--- config.mk ---
export PLATFORM = sky130hd
export DESIGN_NAME = sysid_rd_port
export DESIGN_NICKNAME = d
export VERILOG_FILES = /design/src/rtl/sysid_rd_port.sv
export SDC_FILE = /design/constraint.sdc
export NUM_CORES = 1
export LEC_CHECK = 0
export BUFFER_PORTS_ARGS = -buffer_cell sky130_fd_sc_hd__buf_2
export CAP_MARGIN = 20
export CORE_AREA = 2 2 68 70
export CTS_CLUSTER_SIZE = 16
export DETAILED_ROUTE_END_ITERATION = 12
export DIE_AREA = 0 0 70 72
export PLACE_DENSITY_LB_ADDON = 0.1
export REMOVE_ABC_BUFFERS = 1
export SLEW_MARGIN = 20
export SYNTH_ARGS = -nofsm -noshare
export SYNTH_HDL_FRONTEND = slang
export SYNTH_SLANG_ARGS = --single-unit
--- constraint.sdc ---
create_clock -name clock -period 2.25 [get_ports clock]
set_input_delay 0.1125 -clock clock [delete_from_list [all_inputs] [get_ports clock]]
set_output_delay 0.1125 -clock clock [all_outputs]
set_load 0.005 [all_outputs]
--- src/rtl/sysid_rd_port.sv ---
// sysid_rd_port: Avalon-MM single-read engine with fixed read latency and stall timeout
module sysid_rd_port #(
   parameter int READ_LATENCY = 0,
   parameter int TIMEOUT_CYCLES = 255
) (
   input  logic        clock,
   input  logic        reset,
   input  logic        go,
   input  logic        address,
   input  logic        avm_waitrequest,
   input  logic [31:0] avm_readdata,
   output logic        avm_read,
   output logic        avm_address,
   output logic        accepted,
   output logic        data_valid,
   output logic [31:0] data,
   output logic        timed_out
);
   logic        in_lat;
   logic [2:0]  lat_cnt;
   logic [15:0] wait_cnt;
   assign avm_read    = go && !in_lat;
   assign avm_address = address;
   assign accepted    = avm_read && !avm_waitrequest;
   assign data        = avm_readdata;
   assign data_valid  = (READ_LATENCY == 0) ? accepted : in_lat && (4'(lat_cnt) + 4'd1 == 4'(READ_LATENCY));
   assign timed_out   = avm_read && avm_waitrequest && (17'(wait_cnt) + 17'd1 >= 17'(TIMEOUT_CYCLES));
   // Dropping go between reads or on abort clears every counter, so each read starts fresh
   always_ff @(posedge clock) begin
      if (reset || !go) begin
         in_lat   <= 1'b0;
         lat_cnt  <= 3'd0;
         wait_cnt <= 16'd0;
      end else begin
         in_lat   <= in_lat ? !data_valid : (accepted && READ_LATENCY != 0);
         lat_cnt  <= in_lat ? lat_cnt + 3'd1 : 3'd0;
         wait_cnt <= (avm_read && avm_waitrequest && !timed_out) ? wait_cnt + 16'd1 : 16'd0;
      end
   end
endmodule

==> results.md <==
* Critical Path End Type: output pin
* Crit share post-route at a little over nine tenths
* Fin util at 24.9%
* Num rows at 24
* Required time worst endpoint at about 2.1 ns
* Pin count of the biggest net entering global routing at 10
* First-pass GRT wire length at roughly 4.6 mm
* Vias at about 690
* Nets@finish at between 100 and 150
* Post-Synth Simple-Gate Area at approximately 25%
* Reg power frac at a little over half
* Die area at a little over 5000 µm²
* Warnings, synthesis at 0
* Worst Path Arrival at 2.10 ns
* Residual DRC at 0
* Max Slew Vio Count at 0
* P&R area growth vs syn at 1.93%
* HPWL after DPL at between 2 and 2.5 mm
* Core Footprint at between 4000 and 5000 µm²
* Sw frac at between 20 and 25%
* XOR/XNOR share of the synthesized area at 5.90%
* Post-Synth Adder-Cell Area at 2.41%
* Cell variety after synth at 28
* Pwr dens at approximately 550 nW/µm²
* Leakage power at between 0.3 and 0.4 nW
* Initial Utilization at approximately a quarter
* Post-route antenna net violation count at 0
* Maxcap violations at 0
* Startpoint types: flop
* Total congestion overflow at 0
* Post-synthesis compound-gate area fraction at 5.66%
* # setup viols final at 0
* Worst hold path type: in2reg
* Busiest grt layer: met2
* Root Buffer: clkbuf_8
* Clock transition at path regs at ~0.070 ns
* P_int at about 0.00045 W
* Largest family of logic cells by synthesized area: buffers and inverters
* DR iter-0 viols at 21
* Post-synthesis sequential area ratio at about a third
* Buf+Inv Stages, Crit Path at 1
* Grt met2 use at between 10% and 20%
* Via density at ~4.4
* First drt pass iteration count at 4
* Max VDD drop at approximately 0.25 mV
* Max Buffers Root-to-Sink at 2
* Initial antenna violation count at 0
* Routed WL at around 3.0 mm
* Top cell family by delay on the critical path: simple AND/OR/NAND/NOR gates
* Comb power frac at around 5.9%
* Global Route met3 Usage at around 15%
* Synth Instances at between 100 and 150
* Clk Latency, worst-skew pair at 0.25 ns
* Die width at 70 µm
* Hold_ws at between 0.02 and 0.025 ns
* Final hold vios at 0
* TritonCTS clock tree: built
* Gp weighted congestion at 0.632
* Worst path slowest cell: or4_4
* Share of layout cells above drive strength 1 at 29.5%
* H-tree depth at 1
* M1 GR Usage at a little over an eighth
* # port buffers at 7
* Max FO, Critical Path at 4
* Antenna diode count at 0
* Clock Power Share at roughly 40%
* Status: complete, no violations
* Fmax at about 450 MHz
* Net Switching at 0.000128 W
* GR Util All Layers at around 13%
* Period minus WS final at roughly 2.2 ns
* Filler Cells Inserted at between 400 and 500
* RSZ-0062 raised after global routing: yes
* Vias in the first global route at 760
* Average size of a mapped cell at around 9 µm²
* Critical Path Max Stage Delay at 0.55 ns
* Post-synthesis mux area share at under 10%
* Die height at between 70 and 80 µm
* Cell breakdown of the critical path: ha_4 > nand3_4 > or4_4 > o311ai_4 > o41ai_2 > o311a_1 > buf_2
* Avg WL per Cell at 19.1 µm
* CP Class: reg2out
* I/O Pins at between 70 and 80
* Synthesized area at 1040 µm²
* # clock sinks at 17
* #FFs+latches synth at 17
* Cts bufs inserted at 3
* Clk_skew at 0.00369 ns
[per-layer routing]
metal | vias to the layer above | wire length, µm
met5 | - | 0
met4 | 0 | 19
met3 | 2 | 635
met2 | 54 | 1150
met1 | 302 | 1190
li1 | 331 | -
[through the flow]
step	total power, W	instance area [µm²]	setup WS, ns	std cells	TNS [ns]
after floorplan	0.000342	811	0.308	89	0
after global placement	0.000355	926	0.147	150	0
after detailed placement	0.000354	926	0.131	150	0
after CTS	0.000585	1010	0.00389	155	0
after global routing	0.000617	1060	-0.0453	157	-0.0453
final	0.000579	1060	0.0395	157	0
[sequential cells by signal, summed over array words and instances, names as in the netlist]
name      flops
in_lat        1
wait_cnt     16
[worst register-to-register path, cell delays in order (launching register included)]
cell	delay [ns]
dfxtp_4	0.37
ha_4	0.15
nand3_4	0.10
nor4_4	0.38
mux2i_2	0.30
buf_4	0.15
nand4b_2	0.21
nor3_1	0.22
[power groups by stage]
stage                     clock, W  sequential, W  combinational (W)
after floorplan                  0       0.000321          0.0000204
after global placement           0       0.000324          0.0000314
after detailed placement         0       0.000324          0.0000309
after CTS                 0.000238       0.000316          0.0000312
after global routing      0.000261       0.000317          0.0000390
final                     0.000229       0.000316          0.0000343
[cells in the mapped netlist]
cell type	n	area (µm²)
xnor2_1	6	52.6
mux2i_1	3	30.0
inv_1	2	7.51
and3b_1	1	8.76
ha_1	2	25.0
a2bb2oi_2	1	15.0
nor4_4	1	21.3
conb_1	1	3.75
nor2b_1	2	12.5
nand2b_1	1	6.26
o311a_1	1	10.0
or2_2	1	6.26
nor2_1	8	30.0
nand4_1	3	18.8
dfxtp_1	17	340
and2_1	1	6.26
xor2_1	1	8.76
nand4b_2	1	15.0
nand3_2	1	10.0
or4_1	1	7.51
nand3_1	5	25.0
or3_2	1	7.51
buf_4	34	255
o311ai_2	1	16.3
nor3_1	10	50.1
o41ai_1	2	17.5
nand2_1	7	26.3
and3_1	1	6.26
[cells by family (layout without fill, tap and decap cells)]
kind of cell	Yosys count	count (layout)
XOR/XNOR	7	7
AND/OR/NAND/NOR	45	45
buffers and inverters	36	18
AO/OA/AOI/OAI	5	5
adder cells (fa/ha/maj)	2	2
multiplexers	3	3
other	1	8
flip-flops	17	17
[layout by cell type (no fill, tap or decap), types with 2 or more instances in the layout]
master     n
nor2_1     8
nor3_1     9
dfxtp_2    2
conb_1     8
xnor2_1    6
nand2_1    7
dfxtp_1   13
nand4_1    3
buf_4      5
dfxtp_4    2
mux2i_1    2
inv_1      2
nor2b_1    2
buf_2      7
nand3_1    5
clkbuf_8   3
[final timing paths]
check	start	to	cells past startpoint	slack, ns
hold / removal	reset	in_lat$_SDFF_PP0_	2	0.02
hold reg to reg	in_lat$_SDFF_PP0_	in_lat$_SDFF_PP0_	2	0.45
setup reg to reg	wait_cnt[0]$_SDFF_PP0_	wait_cnt[0]$_SDFF_PP0_	7	0.28
setup / recovery	wait_cnt[0]$_SDFF_PP0_	timed_out	7	0.04
[final cells by class]
cell class / instances / area, µm² / area share, %
Timing Repair Buffer: 12 / 72.6 / 6.85
Inverter: 2 / 7.51 / 0.708
Tap cell: 52 / 65.1 / 6.14
Clock buffer: 4 / 45.0 / 4.25
Sequential cell: 17 / 350 / 33.1
Multi-Input combinational cell: 70 / 519 / 49.0
[timing repair]
| item | in CTS | in global routing |
|---|---|---|
| endpoints found under the setup margin | 1 | 1 |
| pin swaps | 0 | 3 |
| hold buffers | 0 | 0 |
| resized for setup | 8 | 7 |
| buffers inserted | 1 | 2 |
(Power assumes the default switching activity.)
